File: config.mk
export PLATFORM = sky130hd
export DESIGN_NAME = fft8_input_loader
export DESIGN_NICKNAME = d
export VERILOG_FILES = /design/src/rtl/fft8_input_loader.sv
export SDC_FILE = /design/constraint.sdc
export NUM_CORES = 1
export LEC_CHECK = 0
export ABC_AREA = 1
export CAP_MARGIN = 15
export CORE_UTILIZATION = 55
export CTS_BUF_LIST = sky130_fd_sc_hd__clkbuf_8
export DETAILED_ROUTE_END_ITERATION = 10
export PLACE_DENSITY = 0.91
export SYNTH_ARGS = -nofsm -noshare
export SYNTH_HDL_FRONTEND = slang
export SYNTH_SLANG_ARGS = --single-unit
File: constraint.sdc
create_clock -name clk -period 2.9 [get_ports clk]
set_input_delay 0.29 -clock clk [delete_from_list [all_inputs] [get_ports clk]]
set_output_delay 0.29 -clock clk [all_outputs]
set_load 0.05 [all_outputs]
File: src/rtl/fft8_input_loader.sv
// rtl/fft8_input_loader.sv - ping-pong serial-to-parallel sample loader feeding the 8-point first butterfly stage
// Optional: FFT8_INPUT_SCALE_EN halves each component (arithmetic shift) before storage.
module fft8_input_loader #(
  parameter int DATA_W = 16,
  parameter int N_PTS  = 8
) (
  input  logic                      clk,
  input  logic                      rst_n,
  input  logic                      in_valid,
  output logic                      in_ready,
  input  logic                      in_sof,
  input  logic [DATA_W-1:0]         in_real,
  input  logic [DATA_W-1:0]         in_im,
  output logic                      out_valid,
  input  logic                      out_ready,
  output logic [N_PTS*DATA_W-1:0]   out_real,
  output logic [N_PTS*DATA_W-1:0]   out_im,
  output logic                      err_sof
);

  localparam int IDX_W = $clog2(N_PTS);
  localparam logic [IDX_W-1:0] LAST_IDX = IDX_W'(N_PTS - 1);

  logic [DATA_W-1:0] real_q [2][N_PTS];
  logic [DATA_W-1:0] real_d [2][N_PTS];
  logic [DATA_W-1:0] im_q   [2][N_PTS];
  logic [DATA_W-1:0] im_d   [2][N_PTS];
  logic [1:0]        full_q, full_d;
  logic              wr_bank_q, wr_bank_d;
  logic              rd_bank_q, rd_bank_d;
  logic [IDX_W-1:0]  wr_idx_q, wr_idx_d;
  logic              err_sof_q, err_sof_d;

  logic              accept;
  logic              handshake;
  logic              resync;
  logic [DATA_W-1:0] real_s;
  logic [DATA_W-1:0] im_s;

  function automatic logic [DATA_W-1:0] prescale(input logic [DATA_W-1:0] x);
`ifdef FFT8_INPUT_SCALE_EN
    return {x[DATA_W-1], x[DATA_W-1:1]};
`else
    return x;
`endif
  endfunction

  // Handshake flags depend only on registered state, never on in_valid/out_ready.
  assign in_ready  = !full_q[wr_bank_q];
  assign out_valid = full_q[rd_bank_q];
  assign err_sof   = err_sof_q;
  assign accept    = in_valid && in_ready;
  assign handshake = out_valid && out_ready;
  assign resync    = in_sof && (wr_idx_q != '0);
  assign real_s    = prescale(in_real);
  assign im_s      = prescale(in_im);

  always_comb begin
    real_d    = real_q;
    im_d      = im_q;
    full_d    = full_q;
    wr_bank_d = wr_bank_q;
    rd_bank_d = rd_bank_q;
    wr_idx_d  = wr_idx_q;
    err_sof_d = 1'b0;

    // Completion and handshake can coincide; they always target different banks.
    if (handshake) begin
      full_d[rd_bank_q] = 1'b0;
      rd_bank_d         = !rd_bank_q;
    end

    if (accept) begin
      if (resync) begin
        real_d[wr_bank_q][0] = real_s;
        im_d[wr_bank_q][0]   = im_s;
        wr_idx_d             = IDX_W'(1);
        err_sof_d            = 1'b1;
      end else begin
        real_d[wr_bank_q][wr_idx_q] = real_s;
        im_d[wr_bank_q][wr_idx_q]   = im_s;
        if (wr_idx_q == LAST_IDX) begin
          full_d[wr_bank_q] = 1'b1;
          wr_bank_d         = !wr_bank_q;
          wr_idx_d          = '0;
        end else begin
          wr_idx_d = wr_idx_q + 1'b1;
        end
      end
    end
  end

  always_comb begin
    out_real = '0;
    out_im   = '0;
    for (int n = 0; n < N_PTS; n++) begin
      out_real[DATA_W*n +: DATA_W] = real_q[rd_bank_q][n];
      out_im[DATA_W*n +: DATA_W]   = im_q[rd_bank_q][n];
    end
  end

  always_ff @(posedge clk or negedge rst_n) begin
    if (!rst_n) begin
      for (int b = 0; b < 2; b++) begin
        for (int n = 0; n < N_PTS; n++) begin
          real_q[b][n] <= '0;
          im_q[b][n]   <= '0;
        end
      end
      full_q    <= '0;
      wr_bank_q <= 1'b0;
      rd_bank_q <= 1'b0;
      wr_idx_q  <= '0;
      err_sof_q <= 1'b0;
    end else begin
      real_q    <= real_d;
      im_q      <= im_d;
      full_q    <= full_d;
      wr_bank_q <= wr_bank_d;
      rd_bank_q <= rd_bank_d;
      wr_idx_q  <= wr_idx_d;
      err_sof_q <= err_sof_d;
    end
  end

endmodule

==> results of run 1 <==
final cells by class:
| cell class | instances | area share (%) |
|---|---|---|
| antenna | 1 | 0.00817 |
| clock buffer | 103 | 4.63 |
| clock inverter | 33 | 0.433 |
| inverter | 16 | 0.221 |
| multi-input combinational | 2392 | 30.1 |
| sequential | 520 | 42.5 |
| tap | 532 | 2.17 |
| timing repair buffer | 355 | 19.9 |
per-layer routing:
| layer | track usage (%) | share of wire, % | wire [um] |
|---|---|---|---|
| met5 | 0 | 0 | 0 |
| met3 | 8.02 | 11 | 7690 |
| met1 | 44.0 | 37 | 27000 |
| met4 | 17.1 | 4.6 | 3360 |
| met2 | 55.2 | 48 | 34800 |
flip-flops by register name, indices dropped and copies added, names as in the netlist:
| name | count |
|---|---|
| err_sof | 1 |
| full_q | 2 |
| im_q | 256 |
| rd_bank_q | 1 |
| real_q | 256 |
| wr_bank_q | 1 |
| wr_idx_q | 3 |
cell usage after synthesis:
master / number
a21oi_1: 1
buf_1: 9
buf_2: 53
buf_4: 1
clkbuf_1: 168
clkinv_1: 1
dfrtp_1: 520
ha_1: 3
inv_1: 11
inv_2: 4
nand2_1: 2247
nand2_2: 1
nand3_1: 103
nand4_1: 2
nand4_2: 2
nor2_1: 23
nor2_2: 1
nor3_1: 1
o21ai_0: 7
xor2_1: 1
worst reg2reg max path, stage by stage, from the launching register on:
cell	delay [ns]
dfrtp_1	0.48
inv_2	0.16
ha_1	0.18
nand2_1	0.06
nand2_1	0.22
nand2_1	0.18
nor2_2	0.31
buf_4	0.37
nand2_1	0.15
nand2_1	0.12
repair_timing:
item	in CTS	in global routing
endpoints found under the hold margin	59	0
setup buffers	0	0
resized for setup	0	1
hold buffers	1	0
endpoints found under the setup margin	0	16
kinds of logic after synthesis:
kind of cell             Yosys count  synth area share, %
AND/OR/NAND/NOR                 2380                 39.2
XOR/XNOR                           1               0.0378
buffers and inverters            247                 4.30
adder cells (fa/ha/maj)            3                0.162
flip-flops                       520                 56.1
AO/OA/AOI/OAI                      8                0.173
worst max-delay path by stage:
stage                     startpoint  slack [ns]  depth (start not counted)      endpoint
after floorplan            rd_bank_q        0.76                          4     rd_bank_q
after global placement      in_valid        0.77                          6     im_q[133]
after detailed placement    in_valid        0.66                          6     im_q[134]
after CTS                  rd_bank_q        0.09                          5    out_im[87]
after global routing       rd_bank_q       -0.03                          5  out_real[57]
final                      rd_bank_q        0.07                          5  out_real[36]
power groups by stage:
stage                     Sequential [uW]  Combinational, uW  Clock (uW)
after global placement              11800              23500           0
after detailed placement            11900              24000           0
after floorplan                     11300              12700           0
after global routing                12200              25300        6360
after CTS                           11900              24100        6000
final                               12000              24100        5960
stage by stage:
stage | hold WS (ns) | worst slack, ns
2_1_floorplan | -0.00559 | 0.760
4_1_cts | 0.236 | 0.0897
5_1_grt | 0.265 | -0.0322
3_3_place_gp | 0.308 | 0.768
3_5_place_dp | 0.309 | 0.656
6_report | 0.244 | 0.0697
==> flow_summary.ini, run 1 <==
[critical_path]
rrSetupSlack_ns = 0.62
cp.arrival_ns = 2.54
timing.rr.start = wr_idx_q[0]
slowest_stage = dfrtp_4
cp_top_family = buffers and inverters
endpoint_kind = primary output
start_kind = register
reg2reg_depth = 9
path_cells = inv_8 -> buf_12 -> nand2_1 -> nand2_1 -> buf_12
crit_type = reg2out
r2r_end = real_q[7]
path_max_fanout = 77
critPathRequiredTime_ns = 2.61
cpPeakStageDelay_ns = 0.66
cp.buffers_inverters = 3

[floorplanning]
die_h_um = 207
fp-row-count = 74
num_io_pins = 296
start_util_pct = 56.3
dieArea_um2 = 43000
dieWidth_um = 207
coreArea_um2 = 41200

[place]
hpwl_um = 46200
numPortBuffers = 295
dp.cells = 3814
globalplace.congestion = 0.850
dpl_cell_area_um2 = 29000

[grt]
grt_max_degree = 153
overflow = 0
grt_pass1_wl_um = 117000
grt_antenna_before_repair = 1
grt_use_total_pct = 34.4
grt_pass1_vias = 21733

[layout]
drive_above_1_share_pct = 13.2
multiInputGateArea_um2 = 9220
fin_nets = 3407
area_growth_pct = 32.0
fin_util_pct = 74.3
final_common_cell = nand2_1
nFillCells = 2640
stdcell_area_um2 = 30600
final_cells = 3952
seqCellArea_um2 = 13000
layout_common_cells = 2,246 x nand2_1, 519 x dfrtp_1, 264 x buf_12, 103 x nand3_1, 103 x clkbuf_8

[power_and_ir_drop]
p_sw_uw = 19200
switching_share_pct = 45.7
p_total_uw = 42000
leakagePower_uw = 0.0171
p_clk_share_pct = 14.2
p_int_uw = 22800
seq_power_share_pct = 28.5
peakVddDrop_mv = 1.14
power_density_nw_per_um2 = 1370
p_comb_share_pct = 57.3

[timing]
worst_pin_slew_ns = 1.04
hold_viol_final = 0
drv_slew = 0
finalCriticalPeriod_ns = 2.83
skew_ns = 0.0168
slew_headroom_pct = 30.7
finalSetupViolations = 0
clock.fmax_mhz = 353
setup_tns_ns = 0
timing.final.crit_share_pct = 97.6
rsz0062_at_grt = yes

[cts]
clk_latency_ns = 0.63
cts_tree = yes
cts_buffer_depth = 3
clockRootBuffer = clkbuf_8
clkTransAtPathRegs_ns = 0.06
cts.htree.levels = 3
cts_made_buffers = 82
cts_num_sinks = 520

[yosys]
synth_area_um2 = 23200
synthCells = 3159
ys_top_cells_by_area = dfrtp_1 56%, nand2_1 36%, clkbuf_1 2.7%
netlist.area_leader.share_pct = 56.1
post_synth_num_cell_types = 20
yosys_warnings = 0
yosysSeqAreaShare_pct = 56.1
synth.largest_area_cell = dfrtp_1
ys_ff_latch = 520
synth_nets = 3199
syn_area_per_cell_um2 = 7.34

[detailed_routing]
drc_errors = 0
via_per_inst = 5.53
drt_iter0_markers = 2324
routed-via-count = 21842
postRouteWirelength_um = 72800
avgRoutedWirePerCell_um = 18.4
ant_nets = 0
drtPass1Iterations = 6

[hold_path]
hold_class = in2async

[outcome]
status = finished, final reports clean

[flow_run]
maxCapViolCount = 0
No activity file was read; power rests on OpenSTA's default activity.
==> run 2, diff against run 1 <==
--- a/config.mk
+++ b/config.mk
@@ -11,2 +11,3 @@
 export CTS_BUF_LIST = sky130_fd_sc_hd__clkbuf_8
+export CTS_CLUSTER_DIAMETER = 40
 export DETAILED_ROUTE_END_ITERATION = 10
==> constraint.sdc (replaced) <==
create_clock -name clk -period 2.9 [get_ports clk]
set_input_delay 0.87 -clock clk [delete_from_list [all_inputs] [get_ports clk]]
set_output_delay 0.87 -clock clk [all_outputs]
set_load 0.05 [all_outputs]
==> run 2 against run 1 <==
Effect of this change: the flow now finishes with violations (negative setup slack); clock skew is 0.0097 ns higher; combinational power rose by 7%; sequential power is essentially flat; sequential share of layout area fell by 1.8 points; global-route usage up 1.1 points; largest power group unchanged.
==> flow_summary.ini, run 2 (synthesis gave the netlist of run 1 again) <==
[detailed_routing]
drtPass1Iterations = 6
postRouteWirelength_um = 78100
routed-via-count = 22941
via_per_inst = 5.72
drc_errors = 0
avgRoutedWirePerCell_um = 19.5
drt_iter0_markers = 3036
ant_nets = 0

[hold_path]
hold_class = in2async

[floorplanning]
coreArea_um2 = 41200
fp-row-count = 74
dieArea_um2 = 43000
die_h_um = 207
num_io_pins = 296
dieWidth_um = 207
start_util_pct = 56.3

[cts]
cts_made_buffers = 85
cts_tree = yes
cts_buffer_depth = 3
clockRootBuffer = clkbuf_8
cts_num_sinks = 520
cts.htree.levels = 3
clk_latency_ns = 0.65
clkTransAtPathRegs_ns = 0.06

[place]
numPortBuffers = 295
hpwl_um = 46400
dp.cells = 3844
dpl_cell_area_um2 = 29600
globalplace.congestion = 0.848

[timing]
worst_hold_slack_ns = 0.111
setup_tns_ns = -0.157
rsz0062_at_grt = yes
slew_headroom_pct = 42.7
timing.final.crit_share_pct = 103
fin_ws_ns = -0.0907
worst_pin_slew_ns = 0.857
clock.fmax_mhz = 334
skew_ns = 0.0265
finalSetupViolations = 3
finalCriticalPeriod_ns = 2.99
hold_viol_final = 0
drv_slew = 0

[layout]
drive_above_1_share_pct = 17.1
fin_nets = 3457
nFillCells = 2372
final_common_cell = nand2_1
reg.largest.list = im_q x256, real_q x256, wr_idx_q x3
final_cells = 4008
antenna_cells = 0
layout_common_cells = 2,163 x nand2_1, 519 x dfrtp_1, 288 x buf_12, 105 x clkbuf_8, 103 x nand3_1
stdcell_area_um2 = 32000
area_growth_pct = 38.0

[grt]
grt_max_degree = 83
overflow = 0
grt_pass1_vias = 22921
grt_pass1_wl_um = 121000
grt_use_total_pct = 35.5
grt_antenna_before_repair = 0

[critical_path]
cp.buffers_inverters = 4
slowest_stage = dfrtp_4
cp_top_family = buffers and inverters
path_max_fanout = 15
start_kind = register
crit_type = reg2out
endpoint_kind = primary output
crit_top_cell = buf_12
path_cells = buf_12 -> clkinv_16 -> buf_12 -> nand2_1 -> nand2_1 -> buf_12
critPathRequiredTime_ns = 2.03
cpPeakStageDelay_ns = 0.52
rrSetupSlack_ns = 0.62
cp.arrival_ns = 2.12

[power_and_ir_drop]
p_total_uw = 44400
peakVddDrop_mv = 1.09
power_density_nw_per_um2 = 1390
leakagePower_uw = 0.0176

[outcome]
violations = negative setup slack
status = complete, but fails checks

[flow_run]
maxCapViolCount = 0
## run 2: final timing paths
check | start | endpoint | cells after the start
min in group clk | real_q[54] | real_q[54] | 2
max in group asynchronous | rst_n | real_q[44] | 2
setup / recovery | rd_bank_q | out_real[85] | 6
hold / removal | rst_n | real_q[253] | 1
hold reg to reg | real_q[54] | real_q[54] | 2
setup reg to reg | wr_idx_q[0] | real_q[140] | 9
## run 2: cell type report
class                           instances  area (um2)  share of cell area, %
Sequential cell                       520       13000                   40.7
Timing Repair Buffer                  398        6990                   21.9
Multi-Input combinational cell       2392        9430                   29.5
Timing Repair inverter                  4        55.1                  0.172
Clock buffer                          105        1450                   4.52
Inverter                               16        86.3                  0.270
Clock inverter                         41         294                  0.919
Tap cell                              532         666                   2.08
## run 2: metrics by stage
stage | utilization [%] | worst slack (ns)
after floorplan | - | 0.368
after global placement | 71.8 | 0.405
after detailed placement | 71.8 | 0.267
after CTS | 76.8 | -0.0418
after global routing | 77.6 | -0.147
final | 77.6 | -0.0907
## run 2: metal layers
metal	GRT usage [%]	part of all wire (%)	vias up
li1	-	-	9979
met1	44.3	35	10816
met2	56.5	47	1778
met3	8.53	12	368
met4	21.1	5.4	0
met5	0	0	-
## run 2: report_power, final
group	total [uW]	switching, uW	leakage (uW)	internal (uW)
Sequential	11900	1760	0.00685	10100
Combinational	25900	15400	0.00976	10500
Clock	6620	3000	0.000979	3620
## run 2: repair_timing
action,CTS,global route
gates resized for setup,59,60
buffers inserted,6,0
cloned,4,8
hold buffers,0,0
setup endpoints to repair,228,213
pin swaps,0,1
==> run 3, diff against run 2 <==
CTS_CLUSTER_DIAMETER = 150   (was 40)
SLEW_MARGIN = 10   (was default)
==> run 3 against run 2 <==
Effect of this change: the run still ends with negative setup slack left; worst hold slack improved by 0.0077 ns; first-iteration DRC count down 6.7%; via count fell by 0.12%; sequential cell count is the same; clock power shrank 11%; combinational power grew 2%; power fell by 0.74%; critical path depth stayed put; non-clock buffer count is 4 higher; final cell count about the same.
==> flow_summary.ini, run 3 (synthesis gave the netlist of run 1 again) <==
[outcome]
status = complete, but fails checks
violations = negative setup slack

[layout]
antenna_cells = 0
nFillCells = 2407
fin_nets = 3458
multiInputGateArea_um2 = 9580
area_growth_pct = 38.0
final_common_cell = nand2_1
layout_common_cells = 2,112 x nand2_1, 519 x dfrtp_1, 289 x buf_12, 132 x nand2_2, 103 x nand3_1
drive_above_1_share_pct = 18.2
reg.largest.list = im_q x256, real_q x256, wr_idx_q x3
seqCellArea_um2 = 13000

[hold_path]
hold_class = in2async

[detailed_routing]
drc_errors = 0
drt_iter0_markers = 2832
drtPass1Iterations = 6
ant_nets = 0
postRouteWirelength_um = 78800
avgRoutedWirePerCell_um = 19.7
via_per_inst = 5.72
routed-via-count = 22914

[critical_path]
slowest_stage = dfrtp_4
path_max_fanout = 14
crit_type = reg2out
cp_top_family = buffers and inverters
start_kind = register
crit_top_cell = buf_12
cp.buffers_inverters = 4
path_cells = buf_12 -> buf_4 -> inv_12 -> nand2_1 -> nand2_2 -> buf_12
rrSetupSlack_ns = 0.58
critPathRequiredTime_ns = 2.03
cp.arrival_ns = 2.03
endpoint_kind = primary output
cpPeakStageDelay_ns = 0.52

[floorplanning]
start_util_pct = 56.3
coreArea_um2 = 41200
fp-row-count = 74
dieArea_um2 = 43000
num_io_pins = 296
die_h_um = 207
dieWidth_um = 207

[cts]
cts_tree = yes
cts_made_buffers = 82
clkTransAtPathRegs_ns = 0.06
cts.htree.levels = 3
ctsHoldBuffers = 0
cts_num_sinks = 520
clk_latency_ns = 0.66
clockRootBuffer = clkbuf_8
cts_buffer_depth = 3

[timing]
fin_ws_ns = -0.00208
timing.final.crit_share_pct = 100
skew_ns = 0.0322
hold_viol_final = 0
finalCriticalPeriod_ns = 2.90
worst_pin_slew_ns = 0.904
slew_headroom_pct = 39.5
worst_hold_slack_ns = 0.119
clock.fmax_mhz = 345
setup_tns_ns = -0.00326
finalSetupViolations = 2
drv_slew = 0
rsz0062_at_grt = yes

[power_and_ir_drop]
power_density_nw_per_um2 = 1380
p_int_uw = 23800
p_clk_share_pct = 13.4
seq_power_share_pct = 27.0
leakagePower_uw = 0.0175
switching_share_pct = 45.9
p_comb_share_pct = 59.6
p_sw_uw = 20200
peakVddDrop_mv = 1.10

[grt]
overflow = 0
grt_use_total_pct = 35.4
grt_pass1_vias = 22905
grt_max_degree = 83
grt_antenna_before_repair = 0
grt_pass1_wl_um = 120000

[flow_run]
maxCapViolCount = 0

[place]
globalplace.congestion = 0.848
hpwl_um = 46400
numPortBuffers = 295
## run 3: final timing paths
| check | from | end | cells after the start |
|---|---|---|---|
| worst min register to register | real_q[174] | real_q[174] | 2 |
| worst max register to register | wr_idx_q[0] | real_q[140] | 9 |
| worst max-delay path | rd_bank_q | out_im[39] | 6 |
| min in group clk | real_q[174] | real_q[174] | 2 |
| worst min-delay path | rst_n | im_q[29] | 1 |
| max in group asynchronous | rst_n | real_q[62] | 2 |
## run 3: layer usage
metal,part of all wire (%),GRT usage (%)
met1,35,43.4
met2,47,55.9
met3,12,8.99
met4,6.5,22.8
met5,0,0
## run 3: repair_timing
action / in CTS / in global routing
setup endpoints to repair: 233 / 241
pin swaps: 0 / 3
buffers inserted: 6 / 1
gates resized for setup: 94 / 85
cloned: 4 / 11
## run 3: per-stage QoR
step | utilization (%) | power (uW) | setup WS, ns | cell area (um2) | std cells
detailed placement | 71.8 | 36100 | 0.267 | 29600 | 3844
finish | 77.6 | 44100 | -0.00208 | 32000 | 4004
floorplan | - | 24100 | 0.368 | 23200 | 3159
CTS | 76.4 | 42800 | -0.0555 | 31500 | 3992
global route | 77.6 | 45800 | -0.0937 | 32000 | 4004
global placement | 71.8 | 35500 | 0.405 | 29600 | 3844
## run 3: final cells by class
class / instances / area share (%)
Sequential cell: 520 / 40.7
Clock inverter: 43 / 0.630
Timing Repair inverter: 4 / 0.203
Timing Repair Buffer: 402 / 22.1
Tap cell: 532 / 2.08
Clock buffer: 95 / 4.09
Multi-Input combinational cell: 2392 / 29.9
Inverter: 16 / 0.270
## run 3: worst reg2reg max path: cells and delay by family, from the launching register on
family | cells | cell delay (ns)
simple gates | 6 | 1.30
flops | 1 | 0.51
fa+ha+maj | 1 | 0.24
buf+inv | 2 | 0.21
## run 3: power groups by stage
| stage | clock (uW) | combinational, uW | sequential (uW) |
|---|---|---|---|
| finish | 5890 | 26300 | 11900 |
| global route | 6250 | 27400 | 12200 |
| CTS | 5880 | 25100 | 11800 |
| detailed placement | 0 | 24300 | 11800 |
| global placement | 0 | 23800 | 11600 |
| floorplan | 0 | 12700 | 11300 |
